[src/rtl/gmii_tx_framer.sv]
// gmii_tx_framer: builds a complete GMII transmit frame (preamble, SFD,
// MAC header, payload, zero pad, CRC-32 FCS) from a payload byte stream,
// then holds off the next frame for the inter-frame gap.
module gmii_tx_framer #(
  parameter int unsigned IFG        = 12,
  parameter int unsigned MINPAYLOAD = 46,
  parameter int unsigned MTU        = 1500
) (
  input  logic        clk,
  input  logic        reset,
  input  logic [47:0] dmac,
  input  logic [47:0] smac,
  input  logic [15:0] ethertype,
  input  logic        dven,
  input  logic [7:0]  data,
  input  logic        last,
  output logic        dready,
  output logic        busy,
  output logic [7:0]  txd,
  output logic        tx_en,
  output logic        tx_er,
  output logic        oversize,
  output logic [15:0] framecnt
);

  typedef enum logic [3:0] {
    IDLE, PRE, SFD, HDR, PAY, PAD, FCS, ERR, GAP
  } state_t;

  localparam logic [10:0] MIN_L     = 11'(MINPAYLOAD);
  localparam logic [10:0] MTU_LAST  = 11'(MTU - 1);
  localparam logic [10:0] MIN_LAST  = 11'(MINPAYLOAD - 1);
  localparam logic [10:0] GAP_LAST  = 11'(IFG - 1);

  state_t       state_q, state_d;
  logic [10:0]  cnt_q, cnt_d;
  logic [111:0] hdr_q, hdr_d;
  logic [31:0]  crc_q, crc_d;
  logic [15:0]  framecnt_q, framecnt_d;
  logic [7:0]   txd_q, txd_d;
  logic         tx_en_q, tx_en_d;
  logic         tx_er_q, tx_er_d;
  logic [31:0]  crc_inv;

  // Byte-wise update of the reflected CRC-32 (poly 0xEDB88320).
  function automatic logic [31:0] crc_byte(input logic [31:0] c, input logic [7:0] b);
    logic [31:0] r;
    r = c ^ {24'h0, b};
    for (int unsigned i = 0; i < 8; i++) begin
      r = r[0] ? ((r >> 1) ^ 32'hEDB88320) : (r >> 1);
    end
    return r;
  endfunction

  assign crc_inv  = ~crc_q;
  assign busy     = (state_q != IDLE);
  assign txd      = txd_q;
  assign tx_en    = tx_en_q;
  assign tx_er    = tx_er_q;
  assign framecnt = framecnt_q;

  // State register and registered GMII outputs.
  always_ff @(posedge clk) begin
    if (reset) begin
      state_q    <= IDLE;
      cnt_q      <= '0;
      hdr_q      <= '0;
      crc_q      <= '1;
      framecnt_q <= '0;
      txd_q      <= '0;
      tx_en_q    <= 1'b0;
      tx_er_q    <= 1'b0;
    end else begin
      state_q    <= state_d;
      cnt_q      <= cnt_d;
      hdr_q      <= hdr_d;
      crc_q      <= crc_d;
      framecnt_q <= framecnt_d;
      txd_q      <= txd_d;
      tx_en_q    <= tx_en_d;
      tx_er_q    <= tx_er_d;
    end
  end

  // Next-state logic; each state computes the byte that appears on the wire
  // one cycle later, so the accept cycle already launches the first 0x55.
  always_comb begin
    state_d    = state_q;
    cnt_d      = cnt_q;
    hdr_d      = hdr_q;
    crc_d      = crc_q;
    framecnt_d = framecnt_q;
    txd_d      = '0;
    tx_en_d    = 1'b0;
    tx_er_d    = 1'b0;
    dready     = 1'b0;
    oversize   = 1'b0;
    case (state_q)
      IDLE: begin
        if (dven) begin
          state_d = PRE;
          cnt_d   = '0;
          hdr_d   = {dmac, smac, ethertype};
          crc_d   = '1;
          txd_d   = 8'h55;
          tx_en_d = 1'b1;
        end
      end
      PRE: begin
        txd_d   = 8'h55;
        tx_en_d = 1'b1;
        if (cnt_q == 11'd5) begin
          state_d = SFD;
          cnt_d   = '0;
        end else begin
          cnt_d = cnt_q + 11'd1;
        end
      end
      SFD: begin
        txd_d   = 8'hd5;
        tx_en_d = 1'b1;
        state_d = HDR;
        cnt_d   = '0;
      end
      HDR: begin
        txd_d   = hdr_q[111:104];
        tx_en_d = 1'b1;
        hdr_d   = {hdr_q[103:0], 8'h00};
        crc_d   = crc_byte(crc_q, hdr_q[111:104]);
        if (cnt_q == 11'd13) begin
          state_d = PAY;
          cnt_d   = '0;
        end else begin
          cnt_d = cnt_q + 11'd1;
        end
      end
      PAY: begin
        dready = 1'b1;
        if (dven) begin
          txd_d   = data;
          tx_en_d = 1'b1;
          crc_d   = crc_byte(crc_q, data);
          cnt_d   = cnt_q + 11'd1;
          if (last || (cnt_q == MTU_LAST)) begin
            oversize = !last;
            if ((cnt_q + 11'd1) < MIN_L) begin
              state_d = PAD;
            end else begin
              state_d = FCS;
              cnt_d   = '0;
            end
          end
        end else begin
          // Underrun: the error byte is launched now, ERR is its wire cycle.
          txd_d   = 8'h00;
          tx_en_d = 1'b1;
          tx_er_d = 1'b1;
          state_d = ERR;
        end
      end
      PAD: begin
        txd_d   = 8'h00;
        tx_en_d = 1'b1;
        crc_d   = crc_byte(crc_q, 8'h00);
        if (cnt_q == MIN_LAST) begin
          state_d = FCS;
          cnt_d   = '0;
        end else begin
          cnt_d = cnt_q + 11'd1;
        end
      end
      FCS: begin
        txd_d   = crc_inv[{cnt_q[1:0], 3'b000} +: 8];
        tx_en_d = 1'b1;
        if (cnt_q == 11'd3) begin
          state_d    = GAP;
          cnt_d      = '0;
          framecnt_d = framecnt_q + 16'd1;
        end else begin
          cnt_d = cnt_q + 11'd1;
        end
      end
      ERR: begin
        // The error byte's wire cycle doubles as the first gap count.
        state_d = GAP;
        cnt_d   = 11'd1;
      end
      GAP: begin
        if (cnt_q >= GAP_LAST) begin
          state_d = IDLE;
          cnt_d   = '0;
        end else begin
          cnt_d = cnt_q + 11'd1;
        end
      end
      default: begin
        state_d = IDLE;
        cnt_d   = '0;
      end
    endcase
  end

endmodule
[config.mk]
export PLATFORM = sky130hd
export DESIGN_NAME = gmii_tx_framer
export DESIGN_NICKNAME = d
export VERILOG_FILES = /design/src/rtl/gmii_tx_framer.sv
export SDC_FILE = /design/constraint.sdc
export NUM_CORES = 1
export LEC_CHECK = 0
export ABC_AREA = 0
export BUFFER_PORTS_ARGS = -buffer_cell sky130_fd_sc_hd__buf_2
export CAP_MARGIN = 20
export CORE_AREA = 2 2 112 157
export CTS_BUF_LIST = sky130_fd_sc_hd__clkbuf_8
export DETAILED_ROUTE_END_ITERATION = 8
export DIE_AREA = 0 0 114 159
export GPL_ROUTABILITY_DRIVEN = 0
export GPL_TIMING_DRIVEN = 0
export PLACE_DENSITY = 0.9
export SYNTH_ARGS = -nofsm -noshare
export SYNTH_HDL_FRONTEND = slang
export SYNTH_SLANG_ARGS = --single-unit
[constraint.sdc]
create_clock -name clk -period 5.9 [get_ports clk]
set_clock_uncertainty 0.15 [all_clocks]
set_input_delay 0.59 -clock clk [delete_from_list [all_inputs] [get_ports clk]]
set_output_delay 0.59 -clock clk [all_outputs]
set_load 0.02 [all_outputs]
==> After elaboration in Yosys (flattened, before gate mapping) <==
Cells that the tools add are included.
{ "op_classes": {"n_eq_ne": 21, "n_reduce_logical": 13, "n_bitwise": 28, "magnitude_cmp": 2, "mux": 59, "n_shift": 1, "n_addsub": 2} }
{ "op_table": {"columns": ["op", "n"], "rows": [
  ["32-bit two-way mux", 26],
  ["13-bit inverter with 14-bit output", 24],
  ["112-bit one-hot mux with 2 select lines", 1],
  ["32-bit one-hot mux with 4 select lines", 1],
  ["112-bit two-way mux", 1],
  ["11-bit two-way mux", 9],
  ["11-bit one-hot mux with 8 select lines", 1],
  ["32-bit by 8-bit bitwise XOR with 32-bit output", 2],
  ["8-bit one-hot mux with 6 select lines", 1],
  ["4-bit one-hot mux with 9 select lines", 1],
  ["4-bit two-way mux", 8],
  ["32-bit inverter", 1],
  ["32-bit by 6-bit indexed part select with 8-bit output", 1],
  ["16-bit by 1-bit adder with 16-bit output (second input constant)", 1],
  ["4-bit by 3-bit == test with 1-bit output (second input constant)", 4],
  ["2-bit inequality test (second input constant)", 7],
  ["11-bit by 1-bit adder with 11-bit output (second input constant)", 1],
  ["11-bit == test (second input constant)", 1],
  ["11-bit by 2-bit == test with 1-bit output (second input constant)", 1],
  ["11-bit by 3-bit == test with 1-bit output (second input constant)", 1],
  ["11-bit by 4-bit == test with 1-bit output (second input constant)", 1],
  ["11-bit by 6-bit == test with 1-bit output (second input constant)", 1],
  ["11-bit by 4-bit >= comparator with 1-bit output (second input constant)", 1],
  ["11-bit by 6-bit less-than comparator with 1-bit output (second input constant)", 1],
  ["20 further kinds", 29]
]} }
{ "totals": {"wordCells": 134, "in_bits": 124, "reg_bits": 185, "output_inout_bits": 29} }

==> Logic depth before layout (Yosys ltp) <==
Gate-level depths: netlist of run 1.
{ "depth": {"word_depth": 19, "mapped_depth": 11, "mapped_depth_nobuf": 9} }

==> Least setup slack after synthesis of run 1 <==
No wires, ideal clock.
{ "synth_timing": {"kind": "register to register", "startpoint": "register cnt_q[0]", "endpoint": "register cnt_q[1]", "path_slack_ns": 3.145, "setup_time_ns": 0.117, "arrival_ns": 2.488, "path_buffers": 2, "synth_period_minus_slack_ns": 2.755, "required_time_ns": 5.633, "stages_incl_launch_ff": 10, "cell_sequence": "dfxtp_1 -> ha_1 -> clkbuf_1 -> or3b_2 -> a22oi_1 -> o221ai_1 -> o311ai_4 -> o41ai_2 -> buf_6 -> a22o_1"} }
{ "synth_via": {"elab_chain_cells": 6, "word_cells_on_any_way": 18, "classes_between": "1 x add/sub; 2 x order compare; 5 x eq/ne; 9 x mux; 1 x reduce/logical"} }
{ "synth_rtl": {"columns": ["item", "line", "text"], "rows": [
  ["start, declared", "36", "logic [10:0] cnt_q, cnt_d;"],
  ["start signal, assigned", "75", "cnt_q <= cnt_d;"],
  ["11-bit by 1-bit adder with 11-bit output", null, null],
  ["11-bit by 6-bit less-than comparator with 1-bit output", "146", "if ((cnt_q + 11'd1) < MIN_L) begin"],
  ["11-bit two-way mux", "146", null],
  ["11-bit two-way mux", "144", "if (last || (cnt_q == MTU_LAST)) begin"],
  ["11-bit two-way mux", "139", "if (dven) begin"],
  ["11-bit one-hot mux with 8 select lines *", "98", "case (state_q)"]
]} }
Mark *: on every way between the ends. The rest lies on a longest branch, timed or not. The select of a mux whose other input is x is not followed.
A chain may end at the register's enable or synchronous reset.

==> Final worst setup path of run 1 <==
{ "layout_timing": {"startpoint": "register state_q[3]", "endpoint": "output dready"} }
{ "layout_via": {"elab_chain_cells": 2} }
{ "layout_rtl": {"columns": ["item", "line", "text"], "rows": [
  ["start, declared", "35", "state_t state_q, state_d;"],
  ["start signal, assigned", "74", "state_q <= state_d;"],
  ["4-bit by 3-bit == test with 1-bit output", "98", null],
  ["1-bit two-way mux", "98", null],
  ["end, declared", "17", "output logic dready,"]
]} }
No other way between the ends.

==> summary.txt, run 1 <==
Clocking
  – H-tree level count: 4
  – Clock tree root buffer cell: sky130_fd_sc_hd__clkbuf_8
  – Total number of clock tree sinks: around 190
  – Insertion delay to the later sink of the worst-skew pair: ~490 ps
  – Buffer levels on the longest clock path: 2
  – Hold-fix buffers, CTS: 0
  – CTS-repair resized insts: 0
  – Post-CTS clock slew at the launch and capture registers of the worst setup and hold paths: 110 ps
  – TritonCTS clock tree: built
  – Post-CTS Setup Inserts: 0
  – Cts bufs inserted: 17

GRT
  – Global router's overall resource usage: 0.3767
  – Maximum number of pins on one net before global-route repair: 19
  – First-pass GRT wire length: 54.17 mm
  – Via count of the first global-routing pass: 10710
  – Number of antenna violations at the first check in global routing: 2
  – Total grt overflow: 0

Power and ir drop
  – Maximum ir drop on the vdd rail: 0.0002447 V
  – Overall power: about 3.8 mW
  – Standby leakage power: 4.737 nW
  – Power density over the cells: 318.9 mW/mm2

Worst setup path
  – Category of the most critical setup path: flip-flop to output pin
  – Critical path, cell by cell: clkbuf_1, inv_1, nand3_1, inv_1, clkbuf_1, buf_2
  – Launching point of the worst reg2reg path: state_q[1]
  – Signal arrival time at the worst endpoint: ~3100 ps
  – Largest stage delay on the critical path: roughly 700 ps
  – Number of buffers and inverters on the critical path: 5
  – Flop-to-flop setup slack: 2390 ps
  – Req. time, crit path: 5160 ps
  – FF-to-FF path depth: 8
  – Capturing element type of the critical path: output pin
  – Cell family contributing the most delay on the critical path: buffers and inverters
  – Capturing point of the worst reg2reg path: txd[5]
  – CP max-delay cell: sky130_fd_sc_hd__clkbuf_1
  – Startpoint kind of the worst setup timing path: flip-flop
  – Largest fanout on the critical path: 10

STA
  – TNS Setup: 0 ps
  – Transition time of the tightest slew-check pin: 1188 ps
  – Number of hold violations in the final report: 0
  – Worst-case headroom to the max-slew limit: 0.2023
  – Final setup vio count: 0
  – Final period util: 0.6563
  – Total count of max-transition violations in the final report: 0
  – Peak Freq: ~260 MHz
  – Unrepaired setup endpoints after global routing: no
  – Final Critical Period: 3872 ps

Logic synthesis
  – Dominant cell type by area after synthesis: sky130_fd_sc_hd__dfxtp_1
  – Synthesis warning total: 0
  – Total standard cell area after synthesis: 0.01052 mm2
  – Post-synth net total: 1453
  – Leading cell types by count after synthesis: 346 x sky130_fd_sc_hd__nor2_1, 185 x sky130_fd_sc_hd__dfxtp_1, 133 x sky130_fd_sc_hd__xnor2_1
  – Proportion of netlist area held by the largest area contributor: 0.3522
  – Post-synthesis cell type count: 74
  – Number of enable-type register cells in the synthesized netlist: 0
  – Top cells by area, synth: sky130_fd_sc_hd__dfxtp_1 35%, sky130_fd_sc_hd__nor2_1 12%, sky130_fd_sc_hd__xnor2_1 11%
  – Most numerous cell in the Yosys netlist: sky130_fd_sc_hd__nor2_1
  – Register bit total from synthesis: roughly 190
  – Sequential share of the synthesized area: 0.3522
  – Post-synthesis average cell area: 7.931 um2
  – Commonest register cell after synthesis: sky130_fd_sc_hd__dfxtp_1
  – Cell count after synthesis: 1326
  – Post-synth ARST share: 0

Detailed routing
  – DRC viols: 0
  – WL per Instance: 20.01 um
  – Via density per instance: 6.416
  – Total via count after detailed routing: roughly 11000
  – First DRT Iteration DRCs: 1324
  – Total length of routed wires: between 30 and 40 mm
  – DRT antenna net count: 0
  – Detailed-routing iteration count for the pre-antenna-repair pass: 8

Finish
  – Area growth, synth to finish: 13.34%
  – Filler cell count: 1303
  – Number of nets in the layout: 1620
  – Ratio of cells with drive above 1 in the final layout: 0.1474
  – Combined area of the multi-input logic cells: 0.006291 mm2
  – Footprint of the flip-flops and latches: 0.003704 mm2

Run status
  – Run status: finished clean

Floorplanning
  – Core Area: 0.01668 mm2
  – # rows: 56
  – Floorplan die width: 114 um
  – Die area: 0.01813 mm2
  – Number of top-level design ports: 153
  – Die boundary height: 159 um
  – Initial core utilization: 0.6306

Worst hold path
  – Terminating pin of the worst hold path: hdr_q[5]
  – Worst min path class: primary input to flip-flop
  – Hold wc startpoint: ethertype[5]
  – Cells on Worst Hold Path: 3

Place
  – Final HPWL from detailed placement: roughly 25 mm
  – Port-buffer cells: ~150

Job
  – Number of maximum-capacitance constraint violations: 0
-- layer usage --
metal,share of wire,vias to the layer above,GRT usage
li1,-,4943,-
met4,0.076,2,0.2417
met3,0.12,248,0.1264
met1,0.34,5023,0.4099
met2,0.47,756,0.6201
met5,0.00038,-,0
-- cell usage in the layout (no fill, tap or decap), drive strengths merged, types with 27 or more instances in the layout --
master	instances
o21ai	51
o221ai	27
nor4	90
a21oi	39
xnor2	136
nand2	57
clkbuf	95
buf	179
xor2	62
nor2	346
dfxtp	185
-- worst register-to-register path, delay by kind of cell, from the launching register on --
| family | cells | cell delay (ps) |
|---|---|---|
| compound gates | 1 | 350 |
| buf+inv | 4 | 1690 |
| flops | 1 | 320 |
| simple gates | 3 | 920 |
-- report_power, final --
group	leakage [nW]	switching, mW	internal, mW
combinational	3.01	0.862	0.566
clock	0.206	0.517	0.364
sequential	1.52	0.0961	1.40
-- metrics by stage --
stage          hold slack (ps)  cell area [um2]  utilization  cells  setup WS [ps]
2_1_floorplan            290.6            10520            -   1326           3145
3_3_place_gp             304.5            11510       0.6903   1677           2727
3_5_place_dp             311.9            11510       0.6903   1677           2704
4_1_cts                  171.6            11920       0.7146   1709           2354
5_1_grt                  183.5            11920       0.7147   1710           2072
6_report                 180.3            11920       0.7147   1710           2028
-- flip-flops by register name (all words and copies together) (netlist names) --
name,cells
txd,8
tx_er,1
state_q,4
cnt_q,11
framecnt,16
tx_en,1
hdr_q,112
crc_q,32
-- logic make-up after synthesis --
| family | after synthesis | share of synthesized area |
|---|---|---|
| flip-flops | 185 | 0.3522 |
| multiplexers | 16 | 0.02475 |
| XOR/XNOR | 201 | 0.1772 |
| AND/OR/NAND/NOR | 591 | 0.2573 |
| AO/OA/AOI/OAI | 205 | 0.1354 |
| buffers and inverters | 125 | 0.04961 |
| adder cells (fa/ha/maj) | 3 | 0.003570 |
-- layout make-up --
type	count	area share
multi-input combinational	1016	0.5278
sequential	185	0.3107
timing repair buffer	148	0.06215
buffer	108	0.03842
tap	203	0.02131
clock buffer	18	0.02079
clock inverter	14	0.01323
inverter	17	0.005354
antenna	1	0.0002100
-- how the worst max path moves through the flow --
stage               start         to  slack [ps]  cells after the start
6_report       state_q[3]     dready        2030                      6
5_1_grt        state_q[3]     dready        2070                      6
4_1_cts        state_q[3]     dready        2350                      6
3_5_place_dp      data[3]  crc_q[22]        2700                      8
3_3_place_gp      data[0]  crc_q[20]        2730                      8
2_1_floorplan    cnt_q[0]   cnt_q[1]        3150                      9
Power figures use the tool's default switching activity.
==> run 2: changes to the inputs <==
--- a/config.mk
+++ b/config.mk
@@ -8,13 +8,13 @@
 export ABC_AREA = 0
 export BUFFER_PORTS_ARGS = -buffer_cell sky130_fd_sc_hd__buf_2
 export CAP_MARGIN = 20
-export CORE_AREA = 2 2 112 157
+export CORE_AREA = 2 2 121 171
 export CTS_BUF_LIST = sky130_fd_sc_hd__clkbuf_8
 export DETAILED_ROUTE_END_ITERATION = 8
-export DIE_AREA = 0 0 114 159
+export DIE_AREA = 0 0 123 173
 export GPL_ROUTABILITY_DRIVEN = 0
 export GPL_TIMING_DRIVEN = 0
-export PLACE_DENSITY = 0.9
+export PLACE_DENSITY = 0.81
 export SYNTH_ARGS = -nofsm -noshare
 export SYNTH_HDL_FRONTEND = slang
 export SYNTH_SLANG_ARGS = --single-unit
==> constraint.sdc (replaced) <==
create_clock -name clk -period 3.2 [get_ports clk]
set_clock_uncertainty 0.15 [all_clocks]
set_input_delay 0.32 -clock clk [delete_from_list [all_inputs] [get_ports clk]]
set_output_delay 0.32 -clock clk [all_outputs]
set_load 0.02 [all_outputs]
==> run 2 against run 1 <==
Compared with the run above: non-clock buffer count rose by 95; sequential power increased by 85%; first-iteration DRC count shrank 11%; cell area increased by 8.7%; via count is 3.2% higher; count of clock-buffer cells in the layout is 1 lower; routed wire length rose by 8.2%.
==> summary.txt, run 2 (synthesis results as in run 1) <==
Floorplanning
  – Die boundary height: 173 um (+8.8%)
  – Initial core utilization: 0.5341 (-0.09657)
  – Number of top-level design ports: 153 (unchanged)
  – Die area: 0.02128 mm2 (+17%)
  – # rows: 61 (+8.9%)
  – Floorplan die width: 123 um (+7.9%)
  – Core Area: 0.01969 mm2 (+18%)

Power and ir drop
  – Reg power frac: 0.392 (about the same)
  – Net Sw Frac: 0.3934 (+0.005394)
  – Standby leakage power: 5.163 nW (+9.0%)
  – Internal cell power: 4.272 mW (+84%)
  – Maximum ir drop on the vdd rail: 0.0004338 V (+77%)
  – Switch Pwr: 2.770 mW (+88%)
  – Power density over the cells: 543.7 mW/mm2 (+70%)
  – Clock share of power: 0.219 (-0.013)
  – Logic pwr share: 0.389 (+0.013)

Worst setup path
  – Signal arrival time at the worst endpoint: 3380 ps (+250 ps)
  – Flop-to-flop setup slack: 6 ps (-2380 ps)
  – Launching point of the worst reg2reg path: state_q[3]
  – FF-to-FF path depth: 8 (unchanged)
  – Startpoint kind of the worst setup timing path: flip-flop
  – Req. time, crit path: 3380 ps (-1780 ps)
  – Capturing point of the worst reg2reg path: txd[5]
  – Category of the most critical setup path: flip-flop to flip-flop
  – Largest fanout on the critical path: 10 (unchanged)
  – Capturing element type of the critical path: flip-flop

GRT
  – Global router's overall resource usage: 0.3465 (-0.03016)
  – Number of antenna violations at the first check in global routing: 1 (-1)
  – Via count of the first global-routing pass: 11210 (+4.7%)
  – First-pass GRT wire length: 58.13 mm (+7.3%)
  – Maximum number of pins on one net before global-route repair: 19 (unchanged)
  – Total grt overflow: 0 (unchanged)

STA
  – Final setup vio count: 0 (unchanged)
  – Tightest hold margin: 19.75 ps (-160.6 ps)
  – Peak Freq: about 310 MHz
  – Number of hold violations in the final report: 0 (unchanged)
  – Unrepaired setup endpoints after global routing: yes
  – Final Critical Period: 3194 ps
  – Transition time of the tightest slew-check pin: 1052 ps (-136.4 ps)
  – Total count of max-transition violations in the final report: 0 (unchanged)
  – Worst-case headroom to the max-slew limit: 0.2938 (+0.09158)
  – Final period util: 0.9980

Detailed routing
  – First DRT Iteration DRCs: 1181 (-11%)
  – Detailed-routing iteration count for the pre-antenna-repair pass: 7 (-1)
  – DRT antenna net count: 0 (unchanged)
  – Total via count after detailed routing: 11320 (+3.2%)
  – DRC viols: 0 (unchanged)
  – WL per Instance: 19.98 um (-0.19%)
  – Total length of routed wires: 37.02 mm (+8.2%)
  – Via density per instance: 6.108 (-4.8%)

Finish
  – Number of nets in the layout: 1715 (+5.9%)
  – Ratio of cells with drive above 1 in the final layout: 0.1499 (+0.002496)
  – Top reg by flops: hdr_q
  – Final non-filler cell total: 1853 (+8.4%)
  – Diodes inserted: 0 (-1)
  – Flip-flop count of the largest register after layout: 112 (unchanged)
  – Top library cells by usage in the layout, fill and taps aside: 345 x sky130_fd_sc_hd__nor2_1, 185 x sky130_fd_sc_hd__dfxtp_1, 161 x sky130_fd_sc_hd__buf_2
  – Area growth, synth to finish: 23.18%
  – Most common cell after layout, fill and taps aside: sky130_fd_sc_hd__nor2_1

Worst hold path
  – Cells on Worst Hold Path: 3 (unchanged)
  – Terminating pin of the worst hold path: hdr_q[93]
  – Worst min path class: primary input to flip-flop
  – Hold wc startpoint: dmac[29]

Clocking
  – Post-CTS clock slew at the launch and capture registers of the worst setup and hold paths: 110 ps (about the same)
  – Cts bufs inserted: 17 (unchanged)
  – Buffer levels on the longest clock path: 2 (unchanged)
  – Clock tree root buffer cell: sky130_fd_sc_hd__clkbuf_8
  – Insertion delay to the later sink of the worst-skew pair: 490 ps (about the same)
  – H-tree level count: 4 (unchanged)
  – TritonCTS clock tree: built
  – Total number of clock tree sinks: 185 (unchanged)

Place
  – Port-buffer cells: 148 (unchanged)
  – Placed insts: 1726 (+2.9%)
  – Final HPWL from detailed placement: 24.89 mm (+1.3%)

Run status
  – Run status: finished clean

Job
  – Number of maximum-capacitance constraint violations: 0 (unchanged)
==> run 2: cell types whose count changed in the layout (fill, tap and decap cells not counted), sizes merged <==
cell         change
diode            -1
clkinv           +5
bufinv           -1
buf              -2
clkbuf           +1
dlygate4sd3     +95
inv              -3
==> run 2: power by group through the flow <==
stage | combinational, mW | clock [mW] | sequential, mW
3_5_place_dp | 2.48 | 0 | 2.79
2_1_floorplan | 1.90 | 0 | 2.75
6_report | 2.74 | 1.54 | 2.76
4_1_cts | 2.61 | 1.53 | 2.74
5_1_grt | 2.91 | 1.63 | 2.78
3_3_place_gp | 2.41 | 0 | 2.78
==> run 2: what timing repair did <==
| item | 4_1_cts | 5_1_grt |
|---|---|---|
| hold endpoints to repair | 95 | 0 |
| pin swaps | 0 | 2 |
| gates resized for setup | 4 | 16 |
| buffers inserted | 0 | 1 |
| hold buffers | 95 | 0 |
| endpoints found under the setup margin | 5 | 59 |
==> run 2: cell type report <==
class	instances	area [um2]
multi-input cells	1016	6335
clock inverters	15	138.9
inverters	17	63.81
flip-flops and latches	185	3704
clock buffers	17	234.0
well taps	252	315.3
repair buffers	244	1699
fillers	1597	6738
plain buffers	107	464.2
==> run 2: worst max-delay path: stages, from the launching register on <==
cell	delay [ps]
sky130_fd_sc_hd__dfxtp_1	380
sky130_fd_sc_hd__clkbuf_2	270
sky130_fd_sc_hd__inv_1	170
sky130_fd_sc_hd__nand3_2	270
sky130_fd_sc_hd__inv_1	240
sky130_fd_sc_hd__and2_1	210
sky130_fd_sc_hd__clkbuf_1	250
sky130_fd_sc_hd__a222oi_1	910
sky130_fd_sc_hd__nor2_1	170
==> run 2: worst max-delay path by stage <==
stage / start / to / cells after the start
floorplan: cnt_q[0] / cnt_q[1] / 9
global placement: state_q[1] / txd[5] / 8
detailed placement: state_q[1] / txd[5] / 8
CTS: state_q[3] / dready / 6
global route: state_q[1] / txd[5] / 8
finish: state_q[3] / txd[5] / 8
==> run 2: metal layers <==
| metal | vias up | wire, um | track usage |
|---|---|---|---|
| met4 | 2 | 2632 | 0.2183 |
| li1 | 5107 | - | - |
| met3 | 228 | 3668 | 0.07520 |
| met2 | 792 | 18030 | 0.5863 |
| met5 | - | 14 | 0 |
| met1 | 5189 | 12670 | 0.3870 |
==> run 2: stage by stage <==
step / worst slack, ps / instance area (um2) / utilization / setup TNS [ps] / total power [mW]
finish: 6.423 / 12950 / 0.6578 / 0 / 7.042
global route: -49.32 / 12950 / 0.6578 / -49.32 / 7.325
CTS: 13.93 / 12910 / 0.6557 / 0 / 6.882
detailed placement: -36.39 / 11570 / 0.5877 / -36.39 / 5.274
global placement: -46.85 / 11570 / 0.5877 / -57.30 / 5.192
floorplan: 445.4 / 10520 / - / 0 / 4.659
==> run 3: changes to the inputs <==
--- a/config.mk
+++ b/config.mk
@@ -15,6 +15,7 @@
 export GPL_ROUTABILITY_DRIVEN = 0
 export GPL_TIMING_DRIVEN = 0
 export PLACE_DENSITY = 0.81
+export REMOVE_ABC_BUFFERS = 1
 export SYNTH_ARGS = -nofsm -noshare
 export SYNTH_HDL_FRONTEND = slang
 export SYNTH_SLANG_ARGS = --single-unit
==> run 3 against run 2 <==
Compared with the run above: largest cell class unchanged; count of clock-buffer cells in the layout is 1 higher; critical endpoint is now framecnt[13]; register-to-register slack better by 70 ps; sequential cell count stayed put.
==> summary.txt, run 3 (synthesis results as in run 1) <==
Place
  – Port-buffer cells: 152 (+2.7%)
  – Placed cell areas: 0.01137 mm2 (-1.8%)
  – Placed insts: 1633 (-5.4%)
  – Final HPWL from detailed placement: 20.34 mm (-18%)

Floorplanning
  – # rows: 61 (unchanged)
  – Die boundary height: 173 um (unchanged)
  – Die area: 0.02128 mm2 (unchanged)
  – Core Area: 0.01969 mm2 (unchanged)
  – Initial core utilization: 0.5341 (unchanged)
  – Number of top-level design ports: 153 (unchanged)
  – Floorplan die width: 123 um (unchanged)

Worst setup path
  – FF-to-FF path depth: 7 (-1)
  – Req. time, crit path: 3460 ps (+80 ps)
  – Signal arrival time at the worst endpoint: 3390 ps (about the same)
  – Capturing point of the worst reg2reg path: framecnt[13]
  – Largest fanout on the critical path: 24 (+14)
  – Largest stage delay on the critical path: 660 ps (-250 ps)
  – Launching point of the worst reg2reg path: state_q[2]
  – Category of the most critical setup path: flip-flop to flip-flop
  – CP max-delay cell: sky130_fd_sc_hd__nor4bb_2
  – Last element of the critical path: framecnt[13]
  – Flop-to-flop setup slack: 80 ps (+70 ps)
  – Critical path, cell by cell: nor4bb_2, buf_4, and3_1, nand4_1, or2_2, or3_1, a21oi_1
  – Critical Path Start: state_q[2]
  – Capturing element type of the critical path: flip-flop
  – Startpoint kind of the worst setup timing path: flip-flop

Detailed routing
  – Top layer in use: met5
  – Amount of wire on met3 after detailed routing: 3.099 mm (-16%)
  – Detailed-routing wirelength on met1: 11.97 mm (-5.5%)
  – Total length of routed wires: 33.85 mm (-8.5%)
  – DRT antenna net count: 0 (unchanged)
  – First DRT Iteration DRCs: 1286 (+8.9%)
  – Detailed-routing iteration count for the pre-antenna-repair pass: 8 (+1)
  – WL per Instance: 19.09 um (-4.4%)
  – DRC viols: 0 (unchanged)
  – Met2 wire length: 16.47 mm (-8.6%)
  – Total via count after detailed routing: 11000 (-2.8%)
  – Via density per instance: 6.204 (+1.6%)

Clocking
  – TritonCTS clock tree: built
  – Clock tree root buffer cell: sky130_fd_sc_hd__clkbuf_8
  – Post-CTS clock slew at the launch and capture registers of the worst setup and hold paths: 110 ps (about the same)
  – Cts bufs inserted: 17 (unchanged)
  – Total number of clock tree sinks: 185 (unchanged)
  – H-tree level count: 4 (unchanged)
  – Buffer levels on the longest clock path: 2 (unchanged)
  – Insertion delay to the later sink of the worst-skew pair: 480 ps (about the same)

STA
  – Final Critical Period: 3121 ps (-72.58 ps)
  – Tightest hold margin: 7.975 ps (-11.77 ps)
  – Final setup vio count: 0 (unchanged)
  – Number of hold violations in the final report: 0 (unchanged)
  – Total count of max-transition violations in the final report: 0 (unchanged)
  – Transition time of the tightest slew-check pin: 927.9 ps (-123.8 ps)
  – Unrepaired setup endpoints after global routing: yes
  – Final period util: 0.9753 (-0.02268)
  – Peak Freq: 320.4 MHz (+2.3%)
  – Worst-case headroom to the max-slew limit: 0.3807 (+0.08688)
  – TNS Setup: 0 ps (unchanged)

GRT
  – Number of antenna violations at the first check in global routing: 2 (+1)
  – Global router's overall resource usage: 0.3134 (-0.03309)
  – First-pass GRT wire length: 53.48 mm (-8.0%)
  – Total grt overflow: 0 (unchanged)
  – Via count of the first global-routing pass: 10710 (-4.5%)
  – Maximum number of pins on one net before global-route repair: 89 (+70)

Power and ir drop
  – Standby leakage power: 5.145 nW (-0.36%)
  – Power density over the cells: 544.7 mW/mm2 (+0.19%)
  – Maximum ir drop on the vdd rail: 0.0003611 V (-17%)
  – Overall power: 7.054 mW (+0.16%)

Run status
  – Run status: finished clean

Finish
  – Ratio of cells with drive above 1 in the final layout: 0.1644 (+0.01446)
  – Flip-flop count of the largest register after layout: 112 (unchanged)
  – Post-route cell area: 0.01295 mm2 (about the same)
  – Diodes inserted: 0 (unchanged)
  – Top reg by flops: hdr_q
  – Area growth, synth to finish: 23.14% (about the same)
  – Final non-filler cell total: 1773 (-4.3%)
  – Top library cells by usage in the layout, fill and taps aside: 344 x sky130_fd_sc_hd__nor2_1, 176 x sky130_fd_sc_hd__dfxtp_1, 151 x sky130_fd_sc_hd__buf_2
  – Most common cell after layout, fill and taps aside: sky130_fd_sc_hd__nor2_1
  – Number of nets in the layout: 1636 (-4.6%)

Job
  – Number of maximum-capacitance constraint violations: 0 (unchanged)

Worst hold path
  – Worst min path class: primary input to flip-flop
run 3: cell types whose count changed in the layout (fill, tap and decap cells not counted), sizes merged:
cell	previous run	this run
dlygate4sd3	95	102
clkinvlp	1	4
clkinv	9	3
or4bb	1	2
clkbuf	96	18
buf	177	169
bufinv	0	1
run 3: through the flow:
stage	setup slack [ps]	utilization
floorplan	-2566	-
global placement	-5837	0.5654
detailed placement	-1074	0.5772
CTS	6.544	0.6532
global route	-49.50	0.6576
finish	79.00	0.6576
run 3: power by group:
part / internal (mW) / total (mW) / leakage [nW] / switching, mW
clock: 0.668 / 1.63 / 0.194 / 0.961
combinational: 1.13 / 2.58 / 3.43 / 1.45
sequential: 2.58 / 2.84 / 1.52 / 0.264
total: 4.38 / 7.05 / 5.14 / 2.67
run 3: per-layer routing:
| layer | GRT usage | up-vias |
|---|---|---|
| li1 | - | 4954 |
| met1 | 0.3539 | 5115 |
| met2 | 0.5299 | 701 |
| met3 | 0.06596 | 227 |
| met4 | 0.1922 | 2 |
| met5 | 0 | - |
run 3: cell type report:
type / instances / area, um2
clock buffers: 18 / 247.7
clock inverters: 13 / 153.9
fillers: 1562 / 6741
inverters: 17 / 67.56
multi-input cells: 1017 / 6421
flip-flops and latches: 185 / 3722
well taps: 252 / 315.3
repair buffers: 271 / 2022
run 3: critical path: cells and delay by family (launching register included):
kind	cells	cell delay, ps
flops	1	630
compound gates	1	150
buf+inv	1	310
simple gates	5	1800
run 3: worst min path at each step:
stage,from,to,slack (ps),depth (start not counted)
finish,ethertype[15],hdr_q[15],8,3
global route,ethertype[15],hdr_q[15],-4,3
CTS,ethertype[12],hdr_q[12],0.8,3
detailed placement,hdr_q[14],hdr_q[14],310,2
global placement,hdr_q[21],hdr_q[21],300,2
floorplan,reset,framecnt[10],240,1
run 3: what timing repair did:
item	in CTS	in global routing
pin swaps	1	0
endpoints found under the hold margin	102	0
setup endpoints to repair	73	22
resized for setup	15	11
gates cloned	1	0
hold buffers	102	0
buffers inserted	1	5
